[src/rtl/i2s_rx.sv]
// I2S receiver: MSB-justified capture of left/right slots, one-bit-delay framing, pair delivery.
// Optional `I2S_RX_FRAMECHK_EN enables sticky frame_err and rejection of pairs with malformed slots.
module i2s_rx #(
    parameter int unsigned WIDTH = 16
) (
    input  logic             sclk,
    input  logic             rst,
    input  logic             ws,
    input  logic             sdata,
    output logic [WIDTH-1:0] left_chan,
    output logic [WIDTH-1:0] right_chan,
    output logic             valid,
    output logic             frame_err
);

    localparam int unsigned PW    = 8;
    localparam logic [PW-1:0] P_MAX = 8'hFF;

    typedef enum logic [1:0] {PRIME, SYNC, RECV} state_t;

    state_t           state;
    logic             ws_d;
    logic [PW-1:0]    p;
    logic [WIDTH-1:0] cap;
    logic [WIDTH-1:0] staging;
    logic             staged;
    logic             left_bad;

    logic             trans_c;
    logic [PW:0]      pos_c;
    logic [WIDTH-1:0] word_c;
    logic             bad_c;

    // Current bit lands at position p+1; merge it into the capture when it fits.
    always_comb begin
        trans_c = (ws != ws_d);
        pos_c   = {1'b0, p} + 9'd1;
        word_c  = cap;
        for (int i = 0; i < int'(WIDTH); i++) begin
            if (pos_c == 9'(int'(WIDTH) - i)) begin
                word_c[i] = sdata;
            end
        end
    end

`ifdef I2S_RX_FRAMECHK_EN
    localparam logic [PW-1:0] P_WF = PW'(WIDTH - 1);
    assign bad_c = (p != P_WF);
`else
    assign bad_c = 1'b0;
    assign frame_err = 1'b0;
`endif

    always_ff @(posedge sclk or posedge rst) begin
        if (rst) begin
            state      <= PRIME;
            ws_d       <= 1'b0;
            p          <= '0;
            cap        <= '0;
            staging    <= '0;
            staged     <= 1'b0;
            left_bad   <= 1'b0;
            left_chan  <= '0;
            right_chan <= '0;
            valid      <= 1'b0;
`ifdef I2S_RX_FRAMECHK_EN
            frame_err  <= 1'b0;
`endif
        end else begin
            valid <= 1'b0;
            ws_d  <= ws;
            case (state)
                PRIME: state <= SYNC;
                SYNC: begin
                    if (trans_c) begin
                        p      <= '0;
                        cap    <= '0;
                        staged <= 1'b0;
                        state  <= RECV;
                    end
                end
                RECV: begin
                    if (trans_c) begin
                        p   <= '0;
                        cap <= '0;
`ifdef I2S_RX_FRAMECHK_EN
                        if (bad_c) frame_err <= 1'b1;
`endif
                        if (ws_d) begin
                            staging  <= word_c;
                            staged   <= 1'b1;
                            left_bad <= bad_c;
                        end else if (staged && !left_bad && !bad_c) begin
                            left_chan  <= staging;
                            right_chan <= word_c;
                            valid      <= 1'b1;
                        end
                    end else begin
                        cap <= word_c;
                        if (p != P_MAX) p <= p + 8'd1;
                    end
                end
                default: state <= PRIME;
            endcase
        end
    end

endmodule

[config.mk]
export PLATFORM = sky130hd
export DESIGN_NAME = i2s_rx
export DESIGN_NICKNAME = d
export VERILOG_FILES = /design/src/rtl/i2s_rx.sv
export SDC_FILE = /design/constraint.sdc
export NUM_CORES = 1
export LEC_CHECK = 0
export ABC_AREA = 1
export CAP_MARGIN = 10
export CORE_MARGIN = 4
export CORE_UTILIZATION = 46
export DETAILED_ROUTE_END_ITERATION = 7
export PLACE_DENSITY_LB_ADDON = 0.08
export SLEW_MARGIN = 10
export SYNTH_ARGS = -nofsm -noshare
export SYNTH_HDL_FRONTEND = slang
export SYNTH_SLANG_ARGS = --single-unit
[constraint.sdc]
create_clock -name sclk -period 2.3 [get_ports sclk]
set_input_delay 0.23 -clock sclk [delete_from_list [all_inputs] [get_ports sclk]]
set_output_delay 0.23 -clock sclk [all_outputs]
set_load 0.005 [all_outputs]
# == Word level (Yosys, flattened, before mapping) ==
# Cells that the tools add are included.
# classes
n_addsub,2
bitwise,2
n_reduce_logical,8
n_mux,33
eq_ne,24
# op_table
cell,n
$eq A9 B4 Y1 const B,8
$eq A9 B3 Y1 const B,4
$mux W16,2
$pmux W16 S2,1
$mux W8,3
$mux W1,23
$eq A9 B2 Y1 const B,2
$pmux W8 S2,1
$add A8 B1 Y9 const B,1
$eq A9 B1 Y1 const B,1
$eq A9 B5 Y1 const B,1
$add A8 B1 Y8 const B,1
$ne A8 B8 Y1 const B,1
$reduce_and A4 Y1,2
$ne A2 B2 Y1 const B,3
$pmux W2 S3,1
$reduce_and A3 Y1,2
$reduce_and A2 Y1,2
$ne A3 B3 Y1 const B,1
$eq A2 B1 Y1 const B,1
$eq A2 B2 Y1 const B,1
$logic_not A2 Y1,1
$mux W2,1
$not A1 Y1,2
other kinds (3),3
# word_totals
wordCells,78
output_inout_bits,34
register_bits,77

# == Longest topological paths before layout ==
# Gate-level depths: netlist of the first run.
# logic_depth
ltp_word,5
ltp_mapped,12
mapped_depth_nobuf,11

# == Least setup slack after synthesis of the first run ==
# No wires, ideal clock.
# synth_path
path_kind,register to register
startpoint,reg p[1]
endpoint,reg cap[3]
path_slack_ns,0.641
setup_time_ns,0.118
path_stages_with_launch,12
required_time_ns,2.182
t_arrival_ns,1.541
cell_sequence,dfrtp_1 > ha_1 > nand2_2 > nor2_2 > nand2_1 > nand2_1 > nand2_2 > nor2_4 > buf_6 > nand4_1 > nand3_1 > nand2_1
# synth_between
elab_chain_len,5
# synth_lines
element,line,rtl
"start, declared",23,logic [PW-1:0] p;
"start signal, assigned",100,if (p != P_MAX) p <= p + 8'd1;
$add A8 B1 Y9,37,"pos_c = {1'b0, p} + 9'd1;"
$eq A9 B4 Y1,40,if (pos_c == 9'(int'(WIDTH) - i)) begin
$mux W1,40,
$mux W16,83,if (trans_c) begin
$pmux W16 S2,72,case (state)
"end signal, assigned",99,cap <= word_c;
"end, declared",24,logic [WIDTH-1:0] cap;
# Every way passes these cells.
# A chain may end at the register's enable or synchronous reset.

# == Worst setup path after layout of the first run ==
# layout_path
startpoint,reg p[1]
endpoint,reg staging[3]
# layout_between
elab_chain_len,3
# layout_lines
element,line,rtl
$add A8 B1 Y9,37,
$eq A9 B4 Y1,40,
$mux W1,40,
"end signal, assigned",90,staging <= word_c;
"end, declared",25,logic [WIDTH-1:0] staging;
# Every way passes these cells.

==> results of run 1 <==
synthesized netlist by cell type:
master	n	area, µm²
nand2_2	19	118.9
inv_1	41	153.9
nand2_1	174	653.1
o21bai_1	1	7.510
a21oi_1	2	10.01
nor2_2	3	18.77
o21ai_0	6	30.03
conb_1	1	3.750
o22ai_1	2	12.51
dfrtp_1	77	1927
xor2_1	2	17.52
nor3_4	1	16.27
nand3_1	71	355.3
inv_2	3	11.26
nand3_2	1	10.01
buf_2	7	35.03
nor2_1	25	93.84
nand4_1	17	106.4
o21ai_2	1	8.760
clkinv_1	1	3.750
ha_1	6	75.07
buf_4	1	7.510
clkbuf_1	5	18.77
nor2_4	1	11.26
buf_6	6	67.56
a31oi_1	1	6.260
report_power, final:
part / internal (mW) / switching [mW] / total, mW
logic: 0.190 / 0.368 / 0.559
clock network: 0.638 / 0.509 / 1.15
registers: 1.44 / 0.0547 / 1.50
worst paths after layout:
| kind | slack [ns] | startpoint | end | cells after the start |
|---|---|---|---|---|
| worst min-delay path | 0.28 | rst | left_chan[3] | 3 |
| max in group asynchronous | 1.69 | rst | cap[13] | 3 |
| worst max-delay path | 0.32 | p[1] | staging[3] | 8 |
| worst max register to register | 0.32 | p[1] | staging[3] | 8 |
| min in group sclk | 0.35 | ws | ws_d | 1 |
| worst min register to register | 0.43 | state[1] | state[0] | 1 |
routing by layer:
layer  vias to the layer above  wire [µm]  share of wire [%]
met5                         -          0                  0
met4                         0        136                1.7
met2                        50       3730                 45
li1                       1576          -                  -
met3                        10        324                3.9
met1                      1443       4019                 49
cell families after synthesis:
logic type / after synthesis / share of synthesized area [%]
simple gates: 312 / 36.61
compound gates: 13 / 1.986
other cells: 1 / 0.09921
fa+ha+maj: 6 / 1.986
xor+xnor: 2 / 0.4635
flops: 77 / 50.98
buf+inv: 64 / 7.878
cell type report:
| cell class | instances | area share (%) |
|---|---|---|
| flip-flops and latches | 77 | 43.22 |
| clock buffers | 10 | 3.087 |
| repair buffers | 44 | 10.27 |
| multi-input cells | 334 | 34.89 |
| well taps | 102 | 2.863 |
| inverters | 45 | 3.789 |
| clock inverters | 5 | 1.880 |
state kept, by name, summed over array words and instances, names as in the netlist:
register and flops:
cap 16, left_chan 16, right_chan 16, staging 16
p 8, state 2, staged 1, valid 1
ws_d 1
through the flow:
| step | instance area [µm²] | utilization (%) | total power, mW |
|---|---|---|---|
| after floorplan | 3780 | - | 1.873 |
| after global placement | 4237 | 53.99 | 2.080 |
| after detailed placement | 4237 | 53.99 | 2.094 |
| after CTS | 4458 | 56.81 | 3.247 |
| after global routing | 4458 | 56.81 | 3.394 |
| final | 4458 | 56.81 | 3.204 |
tightest hold or removal path, stage by stage:
cell	delay, ns
clkdlybuf4s50_1	0.41
inv_2	0.07
buf_12	0.35
==> impl_metrics.csv, run 1 <==
group,metric,value,unit
pwr,power.leakage,2.303,nW
layout,register_area,1927,µm²
logic_synthesis,ys_ff_latch,77,
floorplanning,core_area,7848,µm²
clocking,post_cts_buffers,0,
critical_path,crit_chain,"ha_1 > nand3_2 > xor2_1 > nor2_2 > buf_4 > nand4_1 > nand3_1 > nand2_1",
routing,finalWirelength,8211,µm
routing,wl_per_cell,13.31,µm
grt,antenna_found_initial,0,
critical_path,cp.arrival,2.22,ns
placement,hpwl,5567,µm
layout,area_delta_synth_final,17.94,%
placement,io_buffers,36,
clocking,htreeDepth,3,
clocking,clockBufferDepth,2,
layout,nFillCells,774,
hold_path,hp-class,"in -> async",
grt,use_met1,25.23,%
routing,drtIter0Drc,157,
routing,dr.pass1.iters,5,
timing,slew_headroom,60.91,%
logic_synthesis,syn-mean-instance-area,7.958,µm²
timing,whs,0.2827,ns
floorplanning,die_h,98.65,µm
clocking,cts_root_buf,"clkbuf_8",
critical_path,critPathTopFamily,"simple AND/OR/NAND/NOR gates",
logic_synthesis,ys_types,26,
logic_synthesis,syn_area,3780,µm²
timing,layout_setup_ws,0.3234,ns
routing,vias_per_cell,4.990,
critical_path,crit_type,"reg -> reg",
grt,grt_util_all_layers,18.37,%
floorplanning,dieArea,9732,µm²
timing,rsz0062_at_grt,"no",
clocking,insertion_delay,0.35,ns
clocking,tritoncts,"done",
grt,grt_util_met2,29.17,%
clocking,clk_pin_slew,0.08,ns
logic_synthesis,postSynthCellCount,475,
grt,met3_usage,3.255,%
routing,drcViolationCount,0,
floorplanning,initial_core_util,48.17,%
grt,grt_pass1_vias,2997,
grt,grt_first_pass_wirelength,14390,µm
timing,period_share,85.94,%
layout,layout-drive-gt1-share,10.29,%
critical_path,critPathCaptureType,"flip-flop",
placement,place_congestion,0.8844,
layout,mostFrequentLayoutCell,"nand2_1",
critical_path,crit_fanout,30,
pwr,vdd_drop_max,0.4481,mV
clocking,postCtsResizedCells,0,
timing,setup_viol,0,
floorplanning,num_rows,32,
routing,ant_nets,0,
clocking,hold_buffers,0,
grt,grt_busiest_layer,"met2",
logic_synthesis,ys_warn_count,0,
logic_synthesis,syn-num-nets,485,
layout,multiInputGateArea,1555,µm²
timing,finalHoldViolCount,0,
logic_synthesis,synth_seq_area_share,50.98,%
floorplanning,die_w,98.65,µm
timing,finalSetupTns,0,ns
timing,worst_slew_pin_slew,0.5857,ns
critical_path,crit_slowest_cell,"dfrtp_1",
layout,n_antenna_cell,0,
layout,fin_cells,617,
grt,globalRouteOverflowTotal,0,
clocking,cts_buffers,9,
critical_path,worst_path_largest_cell_delay,0.46,ns
placement,dp_cells,602,
layout,final_cell_mix,"174 x nand2_1, 77 x dfrtp_1, 71 x nand3_1, 40 x inv_1, 36 x clkdlybuf4s50_1",
layout,final_net_count,521,
timing,clock_skew,0.008580,ns
floorplanning,io_pins,38,
critical_path,crit_buf_inv,1,
timing,fmax,0.5059,GHz
clocking,clock-sinks,77,
timing,final_max_slew_viol_count,0,
run_status,status,"complete, no violations",
flow_run,drv_cap,0,
critical_path,cp-start-kind,"flip-flop",
critical_path,critPathRequiredTime,2.55,ns
routing,num_vias,3079,
pwr,pwr_density_cell,718.6,nW/µm²
placement,dp_slack,0.2054,ns
timing,min_period,1.977,ns
grt,grt_max_degree,78,
No activity file was read; power rests on OpenSTA's default activity.
==> run 2, diff against run 1 <==
--- a/config.mk
+++ b/config.mk
@@ -10,7 +10,7 @@
 export CORE_MARGIN = 4
 export CORE_UTILIZATION = 46
 export DETAILED_ROUTE_END_ITERATION = 7
-export PLACE_DENSITY_LB_ADDON = 0.08
+export PLACE_DENSITY = 0.8
 export SLEW_MARGIN = 10
 export SYNTH_ARGS = -nofsm -noshare
 export SYNTH_HDL_FRONTEND = slang
==> run 2 against run 1 <==
Net effect: final cell count increased by 0.32%; wire length increased by 1.5%; sequential share of layout area increased by 0.23 points; critical path type unchanged; clock skew increased by 0.0018 ns; core utilization decreased by 0.30 points; total power decreased by 0.65%; cell area decreased by 0.53%; via count increased by 5.6%; fmax decreased by 4.9%; sequential power about the same; combinational power about the same.
==> impl_metrics.csv, run 2 (synthesis results as in run 1) <==
group,metric,value,unit
layout,final_util,56.51,%
placement,place_congestion,0.8827,
grt,grt_util_met2,27.82,%
clocking,cts_buffers,9,
timing,finalSetupTns,0,ns
placement,placed_area,4219,µm²
critical_path,r2r-end,"right_chan[0]",
pwr,power.leakage,2.294,nW
clocking,insertion_delay,0.35,ns
timing,whs,0.2680,ns
run_status,status,"complete, no violations",
placement,io_buffers,36,
layout,final_net_count,522,
timing,setup_viol,0,
timing,finalHoldViolCount,0,
floorplanning,dieArea,9732,µm²
layout,design_area,4434,µm²
layout,n_antenna_cell,0,
critical_path,cp.arrival,2.31,ns
grt,grt_max_degree,78,
critical_path,cp-start-kind,"flip-flop",
clocking,cts_root_buf,"clkbuf_8",
floorplanning,num_rows,32,
timing,min_period,2.079,ns
grt,grt_first_pass_wirelength,14120,µm
pwr,swShare,29.36,%
pwr,pwr_density_cell,717.8,nW/µm²
pwr,p_sw,0.9346,mW
layout,area_delta_synth_final,17.31,%
timing,clock_skew,0.01036,ns
routing,finalWirelength,8336,µm
routing,ant_nets,0,
placement,dp_cells,603,
pwr,p_int,2.248,mW
critical_path,crit_fanout,32,
grt,globalRouteOverflowTotal,0,
pwr,clockPowerShare,35.3,%
timing,slew_headroom,59.95,%
critical_path,r2r-start,"p[1]",
layout,layout-drive-gt1-share,10.25,%
timing,period_share,90.41,%
critical_path,rrSetupSlack,0.22,ns
pwr,vdd_drop_max,0.2733,mV
floorplanning,core_area,7848,µm²
pwr,p_seq_share,47.1,%
timing,final_max_slew_viol_count,0,
routing,num_vias,3252,
grt,antenna_found_initial,0,
critical_path,ff2ff_path_depth,11,
layout,fin_cells,619,
timing,fmax,0.4809,GHz
placement,hpwl,5599,µm
routing,drcViolationCount,0,
pwr,p_comb_share,17.6,%
routing,dr.pass1.iters,5,
flow_run,drv_cap,0,
clocking,htreeDepth,3,
clocking,clock-sinks,77,
critical_path,critPathRequiredTime,2.53,ns
grt,met3_usage,2.902,%
clocking,post_cts_buffers,0,
clocking,hold_buffers,0,
floorplanning,initial_core_util,48.17,%
floorplanning,io_pins,38,
clocking,clockBufferDepth,2,
routing,wl_per_cell,13.47,µm
layout,nFillCells,708,
hold_path,hp-class,"in -> async",
floorplanning,die_h,98.65,µm
floorplanning,die_w,98.65,µm
grt,grt_util_all_layers,17.56,%
routing,vias_per_cell,5.254,
routing,drtIter0Drc,220,
layout,mostFrequentLayoutCell,"nand2_1",
grt,grt_busiest_layer,"met2",
timing,worst_slew_pin_slew,0.6000,ns
clocking,clk_pin_slew,0.08,ns
layout,final_cell_mix,"174 x nand2_1, 77 x dfrtp_1, 71 x nand3_1, 40 x inv_1, 36 x clkdlybuf4s50_1",
grt,use_met1,23.39,%
grt,grt_pass1_vias,3091,
clocking,postCtsResizedCells,0,
critical_path,crit_type,"reg -> reg",
critical_path,critPathCaptureType,"flip-flop",
timing,rsz0062_at_grt,"no",
clocking,tritoncts,"done",
[run 2: changes by cell type in the layout (fill, tap and decap cells not counted), sizes merged]
cell	delta
buf	+1
clkbuf	+1
[run 2: critical path, cell delays in order, from the launching register on]
cell,delay (ns)
dfrtp_1,0.45
ha_1,0.26
nand2_2,0.10
nor2_2,0.11
nand2_1,0.05
nand2_1,0.06
nand2_2,0.07
nor2_4,0.09
buf_4,0.30
nand4_1,0.21
nand3_1,0.17
nand2_1,0.07
[run 2: layout make-up]
class	instances	area (µm²)	area share, %
Clock buffer	11	131.4	2.963
Clock inverter	5	83.83	1.891
Inverter	45	168.9	3.809
Multi-Input combinational cell	334	1555	35.07
Sequential cell	77	1927	43.45
Tap cell	102	127.6	2.878
Timing Repair Buffer	45	440.4	9.932
[run 2: layer usage]
layer | routed length (µm) | vias up
li1 | - | 1581
met1 | 3634 | 1550
met2 | 4067 | 102
met3 | 455 | 19
met4 | 179 | 0
met5 | 0 | -
[run 2: worst max path at each step]
stage          from            end  cells after the start
5_1_grt        p[1]         cap[1]                     11
4_1_cts        p[1]         cap[1]                     11
3_3_place_gp     ws           p[6]                      9
2_1_floorplan   rst         cap[0]                      1
3_5_place_dp     ws           p[3]                      9
6_report       p[1]  right_chan[0]                     11
[run 2: metrics by stage]
stage	power, mW	setup slack (ns)
after floorplan	1.873	0.1033
after global placement	2.077	0.2635
after detailed placement	2.092	0.1754
after CTS	3.200	0.2257
after global routing	3.320	0.03974
final	3.183	0.2207
[run 2: power by group through the flow]
stage	registers [mW]	logic, mW	clock network [mW]
2_1_floorplan	1.52	0.355	0
6_report	1.50	0.562	1.12
3_3_place_gp	1.52	0.556	0
3_5_place_dp	1.53	0.566	0
4_1_cts	1.50	0.569	1.13
5_1_grt	1.51	0.632	1.18
==> run 3, diff against run 2 <==
--- a/config.mk
+++ b/config.mk
@@ -10,7 +10,7 @@
 export CORE_MARGIN = 4
 export CORE_UTILIZATION = 46
 export DETAILED_ROUTE_END_ITERATION = 7
-export PLACE_DENSITY = 0.8
+export PLACE_DENSITY = 0.78
 export SLEW_MARGIN = 10
 export SYNTH_ARGS = -nofsm -noshare
 export SYNTH_HDL_FRONTEND = slang
==> constraint.sdc (replaced) <==
create_clock -name sclk -period 2.5 [get_ports sclk]
set_input_delay 0.25 -clock sclk [delete_from_list [all_inputs] [get_ports sclk]]
set_output_delay 0.25 -clock sclk [all_outputs]
set_load 0.005 [all_outputs]
==> run 3 against run 2 <==
Net effect: final cell count rose by 0.16%; cell area down 0.17%; clock skew fell by 0.0013 ns; critical path type unchanged; critical endpoint is now staging[0].
==> impl_metrics.csv, run 3 (synthesis results as in run 1) <==
group,metric,value,unit
run_status,status,"complete, no violations",
pwr,power.leakage,2.295,nW
clocking,htreeDepth,3,
timing,fmax,0.4813,GHz
critical_path,cp-start-kind,"flip-flop",
layout,n_antenna_cell,0,
pwr,vdd_drop_max,0.2568,mV
layout,nFillCells,740,
pwr,pwr_density_cell,647.2,nW/µm²
timing,clock_skew,0.009064,ns
hold_path,hp-class,"in -> async",
clocking,clock-sinks,77,
clocking,postCtsResizedCells,0,
placement,place_congestion,0.8502,
routing,finalWirelength,8230,µm
layout,final_cell_mix,"174 x nand2_1, 77 x dfrtp_1, 71 x nand3_1, 40 x inv_1, 36 x clkdlybuf4s50_1",
timing,rsz0062_at_grt,"no",
routing,dr.pass1.iters,4,
clocking,cts_root_buf,"clkbuf_8",
critical_path,critPathCaptureType,"flip-flop",
critical_path,cp.arrival,2.32,ns
clocking,clockBufferDepth,2,
floorplanning,io_pins,38,
layout,area_delta_synth_final,17.11,%
critical_path,crit_fanout,32,
critical_path,crit_start,"p[1]",
routing,wl_per_cell,13.27,µm
clocking,insertion_delay,0.36,ns
critical_path,r2r-start,"p[1]",
timing,period_share,83.11,%
grt,grt_util_all_layers,18.04,%
placement,dp_cells,604,
floorplanning,dieArea,9732,µm²
layout,fin_cells,620,
placement,hpwl,5770,µm
clocking,hold_buffers,0,
floorplanning,die_h,98.65,µm
timing,setup_viol,0,
critical_path,crit_type,"reg -> reg",
floorplanning,die_w,98.65,µm
grt,grt_max_degree,36,
flow_run,drv_cap,0,
routing,drcViolationCount,0,
clocking,tritoncts,"done",
grt,globalRouteOverflowTotal,0,
timing,finalSetupTns,0,ns
grt,grt_pass1_vias,3100,
routing,num_vias,3187,
grt,grt_first_pass_wirelength,14430,µm
routing,drtIter0Drc,222,
routing,vias_per_cell,5.140,
floorplanning,initial_core_util,48.17,%
layout,final_net_count,523,
routing,ant_nets,0,
timing,final_max_slew_viol_count,0,
timing,finalHoldViolCount,0,
clocking,post_cts_buffers,0,
floorplanning,num_rows,32,
placement,io_buffers,36,
grt,antenna_found_initial,0,
layout,mostFrequentLayoutCell,"nand2_1",
clocking,clk_pin_slew,0.08,ns
floorplanning,core_area,7848,µm²
timing,worst_slew_pin_slew,0.6087,ns
critical_path,critPathRequiredTime,2.74,ns
layout,layout-drive-gt1-share,10.62,%
clocking,cts_buffers,9,
timing,slew_headroom,59.36,%
timing,min_period,2.078,ns
==> run 3: changes by cell type in the layout (fill, tap and decap cells not counted) <==
cell	delta
buf_4	+1
bufinv_16	-1
clkbuf_8	+1
clkbuf_1	-1
clkinv_2	+1
==> run 3: path summary, 6_finish.rpt <==
check | to | slack, ns | cells after the start
max | staging[0] | 0.42 | 11
min | left_chan[15] | 0.28 | 2
max reg2reg | staging[0] | 0.42 | 11
min reg2reg | state[0] | 0.45 | 1
max in group asynchronous | p[3] | 1.56 | 3
min in group sclk | ws_d | 0.36 | 1
==> run 3: worst max-delay path, cell delays in order (launching register included) <==
cell and delay [ns]:
dfrtp_1 0.48, ha_1 0.27, nand2_2 0.10, nor2_2 0.11, nand2_1 0.06, nand2_1 0.07
nand2_2 0.07, nor2_4 0.09, buf_4 0.29, nand4_1 0.20, nand3_1 0.14, nand2_1 0.07
==> run 3: stage by stage <==
stage	setup WS, ns	total power [mW]	instance area, µm²	hold slack (ns)	util, %
final	0.4221	2.865	4427	0.2783	56.41
after global routing	0.2241	3.009	4427	0.3394	56.41
after CTS	0.4431	2.885	4427	0.3010	56.41
after detailed placement	0.3423	1.933	4227	0.4365	53.86
after global placement	0.4361	1.913	4227	0.4222	53.86
after floorplan	0.2833	1.723	3780	0.2814	-
==> run 3: report_power, final <==
group / switching [mW] / leakage (nW) / internal [mW]
Clock: 0.467 / 0.0959 / 0.490
Combinational: 0.349 / 1.14 / 0.175
Sequential: 0.0553 / 1.06 / 1.33
Total: 0.872 / 2.29 / 1.99
==> run 3: final cells by class <==
type	count	area (µm²)	share of cell area, %
multi-input cells	334	1555	35.13
well taps	102	127.6	2.883
inverters	45	168.9	3.816
repair buffers	46	447.9	10.12
clock buffers	11	141.4	3.194
flip-flops and latches	77	1927	43.53
clock inverters	5	58.81	1.328
==> run 3: metal layers <==
layer / GRT usage [%] / share of wire [%] / vias to the layer above
met5: 0 / 0 / -
met2: 30.32 / 48 / 77
met1: 23.54 / 46 / 1519
met4: 5.462 / 1.4 / 0
li1: - / - / 1580
met3: 3.751 / 4.3 / 11
